### config.mk
export PLATFORM = sky130hd
export DESIGN_NAME = decoder_pipe_flat
export DESIGN_NICKNAME = d
export VERILOG_FILES = /design/src/rtl/decoder_pipe_if.sv /design/src/rtl/decoder_pipe.sv /design/src/flat_wrapper.sv
export SDC_FILE = /design/constraint.sdc
export NUM_CORES = 1
export LEC_CHECK = 0
export BUFFER_PORTS_ARGS = -buffer_cell sky130_fd_sc_hd__buf_2
export CORE_UTILIZATION = 50
export CTS_CLUSTER_SIZE = 10
export DETAILED_ROUTE_END_ITERATION = 7
export PLACE_DENSITY = 0.75
export SKIP_CTS_REPAIR_TIMING = 1
export SYNTH_ARGS = -nofsm -noshare
export SYNTH_HDL_FRONTEND = slang
export SYNTH_SLANG_ARGS = --single-unit
export TNS_END_PERCENT = 1
### constraint.sdc
create_clock -name clk_in -period 4.9 [get_ports clk_in]
set_input_delay 0.98 -clock clk_in [delete_from_list [all_inputs] [get_ports clk_in]]
set_output_delay 0.98 -clock clk_in [all_outputs]
set_load 0.01 [all_outputs]
### src/rtl/decoder_pipe_if.sv
// Handshake and decoded-field bundle between fetch, decoder_pipe and execute.
// slave: decoder view (inputs: instr/valid/flush/dec_ready; outputs: the rest); master: mirror.
interface decoder_pipe_if;
    logic [31:0] instr_in;
    logic        instr_valid_in;
    logic        instr_ready_out;
    logic        flush_in;
    logic        dec_ready_in;
    logic        dec_valid_out;
    logic [4:0]  rd_addr_out;
    logic [4:0]  rs1_addr_out;
    logic [4:0]  rs2_addr_out;
    logic [31:0] instr_out;
    logic [4:0]  alu_opcode_out;
    logic [2:0]  imm_type_out;
    logic [2:0]  wb_mux_sel_out;
    logic [2:0]  csr_op_out;
    logic [1:0]  load_size_out;
    logic        load_unsigned_out;
    logic        mem_wr_req_out;
    logic        alu_src_out;
    logic        iadder_src_out;
    logic        rf_wr_en_out;
    logic        csr_wr_en_out;
    logic        illegal_instr_out;

    modport slave (
        input  instr_in, instr_valid_in, flush_in, dec_ready_in,
        output instr_ready_out, dec_valid_out,
        output rd_addr_out, rs1_addr_out, rs2_addr_out, instr_out,
        output alu_opcode_out, imm_type_out, wb_mux_sel_out, csr_op_out,
        output load_size_out, load_unsigned_out, mem_wr_req_out,
        output alu_src_out, iadder_src_out, rf_wr_en_out,
        output csr_wr_en_out, illegal_instr_out
    );

    modport master (
        output instr_in, instr_valid_in, flush_in, dec_ready_in,
        input  instr_ready_out, dec_valid_out,
        input  rd_addr_out, rs1_addr_out, rs2_addr_out, instr_out,
        input  alu_opcode_out, imm_type_out, wb_mux_sel_out, csr_op_out,
        input  load_size_out, load_unsigned_out, mem_wr_req_out,
        input  alu_src_out, iadder_src_out, rf_wr_en_out,
        input  csr_wr_en_out, illegal_instr_out
    );
endinterface

### src/rtl/decoder_pipe.sv
// Registered RV32I(+M, +FENCE) decoder with a 1- or 2-entry output skid buffer.
// Ports: clk_in, rst_in (sync, active-high), bus (decoder_pipe_if.slave).
module decoder_pipe #(
    parameter bit EN_M     = 1'b1,
    parameter bit EN_FENCE = 1'b1,
    parameter bit SKID     = 1'b1
) (
    input  logic          clk_in,
    input  logic          rst_in,
    decoder_pipe_if.slave bus
);
    localparam logic [6:0] OPC_LUI    = 7'b0110111;
    localparam logic [6:0] OPC_AUIPC  = 7'b0010111;
    localparam logic [6:0] OPC_JAL    = 7'b1101111;
    localparam logic [6:0] OPC_JALR   = 7'b1100111;
    localparam logic [6:0] OPC_BRANCH = 7'b1100011;
    localparam logic [6:0] OPC_LOAD   = 7'b0000011;
    localparam logic [6:0] OPC_STORE  = 7'b0100011;
    localparam logic [6:0] OPC_OPIMM  = 7'b0010011;
    localparam logic [6:0] OPC_OP     = 7'b0110011;
    localparam logic [6:0] OPC_MISC   = 7'b0001111;
    localparam logic [6:0] OPC_SYSTEM = 7'b1110011;

    localparam logic [2:0] IMM_I = 3'b001;
    localparam logic [2:0] IMM_S = 3'b010;
    localparam logic [2:0] IMM_B = 3'b011;
    localparam logic [2:0] IMM_U = 3'b100;
    localparam logic [2:0] IMM_J = 3'b101;
    localparam logic [2:0] IMM_C = 3'b110;

    localparam logic [2:0] WB_LOAD  = 3'b001;
    localparam logic [2:0] WB_LUI   = 3'b010;
    localparam logic [2:0] WB_AUIPC = 3'b011;
    localparam logic [2:0] WB_CSR   = 3'b100;
    localparam logic [2:0] WB_PC4   = 3'b101;

    typedef struct packed {
        logic [4:0]  rd;
        logic [4:0]  rs1;
        logic [4:0]  rs2;
        logic [31:0] instr;
        logic [4:0]  alu_op;
        logic [2:0]  imm_type;
        logic [2:0]  wb_sel;
        logic [2:0]  csr_op;
        logic [1:0]  load_size;
        logic        load_unsigned;
        logic        mem_wr;
        logic        alu_src;
        logic        iadder_src;
        logic        rf_wr;
        logic        csr_wr;
        logic        illegal;
    } dec_t;

    typedef enum logic [1:0] {EMPTY, ONE, FULL} state_t;

    state_t state_q, state_d;
    dec_t   dec, out_q, skid_q, vis;
    logic   accept, drain;
    logic   load_out, load_skid, out_from_skid;

    logic [6:0] opc;
    logic [2:0] f3;
    logic [6:0] f7;
    logic       ill, wr, st, cw;

    assign opc = bus.instr_in[6:0];
    assign f3  = bus.instr_in[14:12];
    assign f7  = bus.instr_in[31:25];

    always_comb begin
        dec               = '0;
        dec.rd            = bus.instr_in[11:7];
        dec.rs1           = bus.instr_in[19:15];
        dec.rs2           = bus.instr_in[24:20];
        dec.instr         = bus.instr_in;
        dec.alu_op[2:0]   = f3;
        dec.csr_op        = f3;
        dec.load_size     = f3[1:0];
        dec.load_unsigned = f3[2];
        ill = 1'b0;
        wr  = 1'b0;
        st  = 1'b0;
        cw  = 1'b0;
        // Opcodes with bits [1:0] != 11 never match and fall to default.
        case (opc)
            OPC_LUI: begin
                dec.imm_type = IMM_U;
                dec.wb_sel   = WB_LUI;
                wr           = 1'b1;
            end
            OPC_AUIPC: begin
                dec.imm_type = IMM_U;
                dec.wb_sel   = WB_AUIPC;
                wr           = 1'b1;
            end
            OPC_JAL: begin
                dec.imm_type = IMM_J;
                dec.wb_sel   = WB_PC4;
                wr           = 1'b1;
            end
            OPC_JALR: begin
                dec.imm_type   = IMM_I;
                dec.wb_sel     = WB_PC4;
                dec.iadder_src = 1'b1;
                wr             = 1'b1;
                ill            = (f3 != 3'b000);
            end
            OPC_BRANCH: begin
                dec.imm_type = IMM_B;
                ill          = (f3[2:1] == 2'b01);
            end
            OPC_LOAD: begin
                dec.imm_type   = IMM_I;
                dec.wb_sel     = WB_LOAD;
                dec.iadder_src = 1'b1;
                wr             = 1'b1;
                ill            = (f3 == 3'b011) || (f3[2:1] == 2'b11);
            end
            OPC_STORE: begin
                dec.imm_type   = IMM_S;
                dec.iadder_src = 1'b1;
                st             = 1'b1;
                ill            = (f3 >= 3'b011);
            end
            OPC_OPIMM: begin
                dec.imm_type = IMM_I;
                wr           = 1'b1;
                if (f3 == 3'b001) begin
                    ill = (f7 != 7'b0000000);
                end else if (f3 == 3'b101) begin
                    // Only shifts carry the arithmetic qualifier; ADDI's bit 30 is immediate.
                    dec.alu_op[3] = f7[5];
                    ill = (f7 != 7'b0000000) && (f7 != 7'b0100000);
                end
            end
            OPC_OP: begin
                dec.alu_src   = 1'b1;
                wr            = 1'b1;
                dec.alu_op[3] = f7[5];
                if (f7 == 7'b0000001) begin
                    dec.alu_op[4] = EN_M;
                    ill           = !EN_M;
                end else if (f7 == 7'b0100000) begin
                    ill = (f3 != 3'b000) && (f3 != 3'b101);
                end else begin
                    ill = (f7 != 7'b0000000);
                end
            end
            OPC_MISC: begin
                ill = !EN_FENCE || (f3[2:1] != 2'b00);
            end
            OPC_SYSTEM: begin
                if (f3 == 3'b100) begin
                    ill = 1'b1;
                end else if (f3 != 3'b000) begin
                    dec.imm_type = IMM_C;
                    dec.wb_sel   = WB_CSR;
                    wr           = 1'b1;
                    cw           = 1'b1;
                end
            end
            default: ill = 1'b1;
        endcase
        // Illegal words still flow downstream but must not change state.
        dec.illegal = ill;
        dec.rf_wr   = wr & ~ill;
        dec.mem_wr  = st & ~ill;
        dec.csr_wr  = cw & ~ill;
    end

    assign bus.instr_ready_out = SKID ? (state_q != FULL)
                               : (state_q == EMPTY) ||
                                 ((state_q == ONE) && bus.dec_ready_in);
    assign bus.dec_valid_out = (state_q != EMPTY);

    assign accept = bus.instr_valid_in && bus.instr_ready_out;
    assign drain  = bus.dec_valid_out && bus.dec_ready_in;

    always_comb begin
        state_d       = state_q;
        load_out      = 1'b0;
        load_skid     = 1'b0;
        out_from_skid = 1'b0;
        case (state_q)
            EMPTY: begin
                if (accept) begin
                    state_d  = ONE;
                    load_out = 1'b1;
                end
            end
            ONE: begin
                if (accept && drain) begin
                    load_out = 1'b1;
                end else if (accept) begin
                    state_d   = FULL;
                    load_skid = 1'b1;
                end else if (drain) begin
                    state_d = EMPTY;
                end
            end
            FULL: begin
                if (drain) begin
                    state_d       = ONE;
                    out_from_skid = 1'b1;
                end
            end
            default: state_d = EMPTY;
        endcase
        if (bus.flush_in) begin
            state_d       = EMPTY;
            load_out      = 1'b0;
            load_skid     = 1'b0;
            out_from_skid = 1'b0;
        end
    end

    always_ff @(posedge clk_in) begin
        if (rst_in) begin
            state_q <= EMPTY;
        end else begin
            state_q <= state_d;
        end
    end

    always_ff @(posedge clk_in) begin
        if (rst_in) begin
            out_q  <= '0;
            skid_q <= '0;
        end else begin
            if (load_out) begin
                out_q <= dec;
            end else if (out_from_skid) begin
                out_q <= skid_q;
            end
            if (load_skid) begin
                skid_q <= dec;
            end
        end
    end

    // Stale register contents are hidden while nothing valid is held.
    assign vis = bus.dec_valid_out ? out_q : '0;

    assign bus.rd_addr_out       = vis.rd;
    assign bus.rs1_addr_out      = vis.rs1;
    assign bus.rs2_addr_out      = vis.rs2;
    assign bus.instr_out         = vis.instr;
    assign bus.alu_opcode_out    = vis.alu_op;
    assign bus.imm_type_out      = vis.imm_type;
    assign bus.wb_mux_sel_out    = vis.wb_sel;
    assign bus.csr_op_out        = vis.csr_op;
    assign bus.load_size_out     = vis.load_size;
    assign bus.load_unsigned_out = vis.load_unsigned;
    assign bus.mem_wr_req_out    = vis.mem_wr;
    assign bus.alu_src_out       = vis.alu_src;
    assign bus.iadder_src_out    = vis.iadder_src;
    assign bus.rf_wr_en_out      = vis.rf_wr;
    assign bus.csr_wr_en_out     = vis.csr_wr;
    assign bus.illegal_instr_out = vis.illegal;
endmodule

### src/flat_wrapper.sv
// flat-port wrapper written by rule: the top's interface ports become plain ports
module decoder_pipe_flat 
#(
    parameter bit EN_M     = 1'b1,
    parameter bit EN_FENCE = 1'b1,
    parameter bit SKID     = 1'b1
)
  (clk_in, rst_in, bus_instr_in, bus_instr_valid_in, bus_flush_in, bus_dec_ready_in, bus_instr_ready_out, bus_dec_valid_out, bus_rd_addr_out, bus_rs1_addr_out, bus_rs2_addr_out, bus_instr_out, bus_alu_opcode_out, bus_imm_type_out, bus_wb_mux_sel_out, bus_csr_op_out, bus_load_size_out, bus_load_unsigned_out, bus_mem_wr_req_out, bus_alu_src_out, bus_iadder_src_out, bus_rf_wr_en_out, bus_csr_wr_en_out, bus_illegal_instr_out);
  decoder_pipe_if bus_i ();
  input  logic clk_in;
  input  logic rst_in;
  input wire logic [$bits(bus_i.instr_in)-1:0] bus_instr_in;
  input wire logic [$bits(bus_i.instr_valid_in)-1:0] bus_instr_valid_in;
  input wire logic [$bits(bus_i.flush_in)-1:0] bus_flush_in;
  input wire logic [$bits(bus_i.dec_ready_in)-1:0] bus_dec_ready_in;
  output wire logic [$bits(bus_i.instr_ready_out)-1:0] bus_instr_ready_out;
  output wire logic [$bits(bus_i.dec_valid_out)-1:0] bus_dec_valid_out;
  output wire logic [$bits(bus_i.rd_addr_out)-1:0] bus_rd_addr_out;
  output wire logic [$bits(bus_i.rs1_addr_out)-1:0] bus_rs1_addr_out;
  output wire logic [$bits(bus_i.rs2_addr_out)-1:0] bus_rs2_addr_out;
  output wire logic [$bits(bus_i.instr_out)-1:0] bus_instr_out;
  output wire logic [$bits(bus_i.alu_opcode_out)-1:0] bus_alu_opcode_out;
  output wire logic [$bits(bus_i.imm_type_out)-1:0] bus_imm_type_out;
  output wire logic [$bits(bus_i.wb_mux_sel_out)-1:0] bus_wb_mux_sel_out;
  output wire logic [$bits(bus_i.csr_op_out)-1:0] bus_csr_op_out;
  output wire logic [$bits(bus_i.load_size_out)-1:0] bus_load_size_out;
  output wire logic [$bits(bus_i.load_unsigned_out)-1:0] bus_load_unsigned_out;
  output wire logic [$bits(bus_i.mem_wr_req_out)-1:0] bus_mem_wr_req_out;
  output wire logic [$bits(bus_i.alu_src_out)-1:0] bus_alu_src_out;
  output wire logic [$bits(bus_i.iadder_src_out)-1:0] bus_iadder_src_out;
  output wire logic [$bits(bus_i.rf_wr_en_out)-1:0] bus_rf_wr_en_out;
  output wire logic [$bits(bus_i.csr_wr_en_out)-1:0] bus_csr_wr_en_out;
  output wire logic [$bits(bus_i.illegal_instr_out)-1:0] bus_illegal_instr_out;
  assign bus_i.instr_in = bus_instr_in;
  assign bus_i.instr_valid_in = bus_instr_valid_in;
  assign bus_i.flush_in = bus_flush_in;
  assign bus_i.dec_ready_in = bus_dec_ready_in;
  assign bus_instr_ready_out = bus_i.instr_ready_out;
  assign bus_dec_valid_out = bus_i.dec_valid_out;
  assign bus_rd_addr_out = bus_i.rd_addr_out;
  assign bus_rs1_addr_out = bus_i.rs1_addr_out;
  assign bus_rs2_addr_out = bus_i.rs2_addr_out;
  assign bus_instr_out = bus_i.instr_out;
  assign bus_alu_opcode_out = bus_i.alu_opcode_out;
  assign bus_imm_type_out = bus_i.imm_type_out;
  assign bus_wb_mux_sel_out = bus_i.wb_mux_sel_out;
  assign bus_csr_op_out = bus_i.csr_op_out;
  assign bus_load_size_out = bus_i.load_size_out;
  assign bus_load_unsigned_out = bus_i.load_unsigned_out;
  assign bus_mem_wr_req_out = bus_i.mem_wr_req_out;
  assign bus_alu_src_out = bus_i.alu_src_out;
  assign bus_iadder_src_out = bus_i.iadder_src_out;
  assign bus_rf_wr_en_out = bus_i.rf_wr_en_out;
  assign bus_csr_wr_en_out = bus_i.csr_wr_en_out;
  assign bus_illegal_instr_out = bus_i.illegal_instr_out;
  decoder_pipe #(.EN_M(EN_M), .EN_FENCE(EN_FENCE), .SKID(SKID)) u_core (.clk_in(clk_in), .rst_in(rst_in), .bus(bus_i));
endmodule
==> run summary <==
SYNTH
------------------------------------------------------------------------------------------------------
Post-synthesis cell count                                                                          576
Synthesized-area fraction occupied by ao, oa, aoi and oai cells                                  0.225
Cell types occupying the most area after synthesis                                        sky130_fd_sc_hd__dfxtp_1 42%, sky130_fd_sc_hd__nand2_1 11%, sky130_fd_sc_hd__a21oi_1 9.8%
Number of synthesis warnings                                                                         0
Synth Area in Simple Gates                                                                       0.261
Most common flop cell mapped by yosys                                                     sky130_fd_sc_hd__dfxtp_1
Share of flip-flops with an asynchronous set or reset after synthesis                                0
Largest family of logic cells by synthesized area                                         simple AND/OR/NAND/NOR gates
Post-synthesis share of cell area spent on full adders, half adders and majority gates               0
Netlist Area Pre-Place                                                                        4530 µm²
Syn_nets                                                                                           613
Sequential cell area fraction in the yosys report                                                0.415
Number of enable-type register cells in the synthesized netlist                                      0
Cell taking the most area after synthesis                                                 sky130_fd_sc_hd__dfxtp_1
Syn Area/Cell                                                                                 7.87 µm²
Post-Synth XOR/XNOR Area                                                                       0.00193
Ranking of synthesized cells by instance count                                            130 x sky130_fd_sc_hd__nand2_1, 94 x sky130_fd_sc_hd__dfxtp_1, 89 x sky130_fd_sc_hd__a21oi_1
Number of register bits inferred by synthesis                                                       94
Mux share of post-synthesis cell area                                                          0.00442
Most frequent cell after synthesis                                                        sky130_fd_sc_hd__nand2_1
Top cell type's share of synthesized area                                                        0.415
Count of distinct cell types in the synthesized netlist                                             52

ROUTE
------------------------------------------------------------------------------------------------------
Mean routed wirelength per cell                                                                14.7 µm
Total length of routed wires                                                                 10,800 µm
Starting DRC count in detailed routing                                                             307
Count of nets left with antenna violations after detail routing                                      0
Residual DRC count                                                                                   0
Via density per instance                                                                          5.62
Number of search-and-repair iterations in the first detailed-routing pass                            5
Total number of vias                                                                             4,139

CRITICAL PATH
------------------------------------------------------------------------------------------------------
Endpoint required time on the critical path                                                    3.92 ns
Path depth of the worst reg2reg path                                                                 6
Critical path fanouts, max                                                                          47
Capturing element type of the critical path                                               primary output
Arrival time at the worst endpoint                                                             1.94 ns
Kind of launch point of the worst setup path                                                  register
Critical path type                                                                             reg2out

PLACEMENT
------------------------------------------------------------------------------------------------------
Routability congestion estimate from global placement                                            0.852
Input/output buffers                                                                               108
Post-DP HPWL                                                                                   6810 µm
Number of placed instances, taps included                                                          721
Placed cell area                                                                              4850 µm²

TIMING
------------------------------------------------------------------------------------------------------
Least-Margin Pin Slew                                                                          1.03 ns
Worst clock skew                                                                            0.00864 ns
Slew Viols, Final                                                                                    0
Worst slew slack as a fraction of its limit                                                      0.313
Post-route clock period utilization                                                              0.597
Final period demand of the worst path                                                          2.92 ns
Count of final hold-check violations                                                                 0
Setup TNS Final                                                                                   0 ns
# setup viols final                                                                                  0
Maximum clock frequency                                                                        342 MHz
Setup repair after global routing missed its margin                                              false

HOLD PATH
------------------------------------------------------------------------------------------------------
Type of the tightest min-delay check                                                           reg2reg
Number of cells traversed by the worst hold path                                                     2

FINAL LAYOUT
------------------------------------------------------------------------------------------------------
Area Growth Syn to Fin                                                                           11.5%
Share of post-route cells with drive strength above 1                                            0.221
Fin nets                                                                                           661
Final cell count without fillers                                                                   737
Final design instance area without fill                                                       5060 µm²
Ant diodes                                                                                           0
Fill count                                                                                         837

GRT
------------------------------------------------------------------------------------------------------
Wire length of the first global-routing pass                                                 17,600 µm
Initial antenna violation count                                                                      0
Via count of the first global-routing pass                                                       3,784
Largest net degree at the start of global routing                                                   58
Total routing usage reported by global routing                                                   0.227
Total grt overflow                                                                                   0

FLOORPLAN
------------------------------------------------------------------------------------------------------
Total I/O pin count                                                                                109
Row Count                                                                                           34
Starting utilization of the core area                                                            0.517
Die boundary width                                                                             97.2 µm
Area of the die                                                                               9450 µm²
Die height                                                                                     97.2 µm
CORE AREA                                                                                     8760 µm²

POWER
------------------------------------------------------------------------------------------------------
Peak supply drop                                                                            0.000169 V
Total power density per cell area                                                           291 nW/µm²
Leakage dissipation                                                                            1.90 nW

RUN STATUS
------------------------------------------------------------------------------------------------------
Result of the run                                                                         finished, final reports clean

CTS
------------------------------------------------------------------------------------------------------
Clock sink count                                                                                    94
Clock transition at the register clock pins on the worst setup and hold paths after CTS        0.10 ns
Maximum count of clock buffers along a single path                                                   2
Maximum level of the CTS H-tree                                                                      3
CTS Root Cell                                                                             sky130_fd_sc_hd__clkbuf_8
Worst-Skew Late Latency                                                                        0.36 ns
TritonCTS buffer count                                                                               9
CTS tree                                                                                          done

JOB
------------------------------------------------------------------------------------------------------
Max Cap Violations                                                                                   0

[through the flow]
stage          utilization  setup slack [ns]  power [mW]  hold slack (ns)
2_1_floorplan            -              2.58       0.904            0.427
3_3_place_gp         0.554              1.93       0.945            0.439
3_5_place_dp         0.554              1.84       0.949            0.445
4_1_cts              0.577              1.92        1.47            0.458
5_1_grt              0.577              1.73        1.53            0.477
6_report             0.577              1.98        1.47            0.454
[sequential cells by signal (all words and copies together) (netlist names)]
signal          flops
u_core.out_q       46
u_core.skid_q      46
u_core.state_q      2
[cell usage in the layout (no fill, tap or decap), types with 2 or more instances in the layout]
cell type,Yosys,layout
sky130_fd_sc_hd__a211oi_1,4,4
sky130_fd_sc_hd__a211oi_2,2,2
sky130_fd_sc_hd__a21oi_1,89,89
sky130_fd_sc_hd__a22oi_1,43,43
sky130_fd_sc_hd__and2_1,2,2
sky130_fd_sc_hd__and3b_1,3,3
sky130_fd_sc_hd__buf_2,21,108
sky130_fd_sc_hd__buf_4,25,3
sky130_fd_sc_hd__clkbuf_8,0,10
sky130_fd_sc_hd__clkinv_4,0,2
sky130_fd_sc_hd__dfxtp_1,94,94
sky130_fd_sc_hd__inv_1,2,2
sky130_fd_sc_hd__mux2i_1,2,2
sky130_fd_sc_hd__nand2_1,130,130
sky130_fd_sc_hd__nand2b_1,7,6
sky130_fd_sc_hd__nand3b_1,3,3
sky130_fd_sc_hd__nand4_1,3,3
sky130_fd_sc_hd__nor2_1,18,16
sky130_fd_sc_hd__nor2_4,0,2
sky130_fd_sc_hd__nor2b_1,50,49
sky130_fd_sc_hd__nor3_1,6,6
sky130_fd_sc_hd__nor3b_1,4,4
sky130_fd_sc_hd__nor4_1,2,2
sky130_fd_sc_hd__o2111ai_1,2,2
sky130_fd_sc_hd__o21ai_0,4,4
sky130_fd_sc_hd__o32ai_1,2,2
sky130_fd_sc_hd__o41ai_1,2,2
sky130_fd_sc_hd__or2_1,2,2
sky130_fd_sc_hd__or4_1,2,2
[report_power, final]
part | internal (mW) | switching [mW] | total, mW
clock network | 0.253 | 0.289 | 0.541
logic | 0.0487 | 0.0938 | 0.143
registers | 0.781 | 0.00866 | 0.790
total | 1.08 | 0.391 | 1.47
[worst max-delay path: stages, from the launching register on]
cell                      delay (ns)
sky130_fd_sc_hd__dfxtp_1        0.39
sky130_fd_sc_hd__nor2_4         0.79
sky130_fd_sc_hd__nor2b_1        0.18
sky130_fd_sc_hd__buf_2          0.20
[final cells by class]
cell class	count	area (µm²)	share of cell area
clock buffer	10	138	0.0272
tap	108	135	0.0267
clock inverter	6	68.8	0.0136
sequential	94	1880	0.372
multi-input combinational	406	2260	0.448
inverter	2	7.51	0.00148
timing repair buffer	111	563	0.111
[cells by family (layout without fill, tap and decap cells)]
kind of cell,after synthesis,in the layout
muxes,2,2
DFF,94,94
buffers and inverters,76,129
AOI/OAI and AO/OA,161,161
xor gates and xnor gates,1,1
and+or+nand+nor,242,242
[worst paths after layout]
check | start | to | slack, ns
setup reg to reg | u_core.state_q[0] | u_core.out_q[0] | 2.53
setup / recovery | u_core.state_q[1] | bus_instr_out[12] | 1.98
hold reg to reg | u_core.out_q[44] | u_core.out_q[44] | 0.45
hold / removal | u_core.out_q[44] | u_core.out_q[44] | 0.45
[routing by layer]
metal  GRT usage  wire [µm]
met1       0.291       4870
met2       0.380       5120
met4      0.0667         83
met3      0.0518        739
met5           0          0
Note: power is estimated with default switching activity, not from simulation.
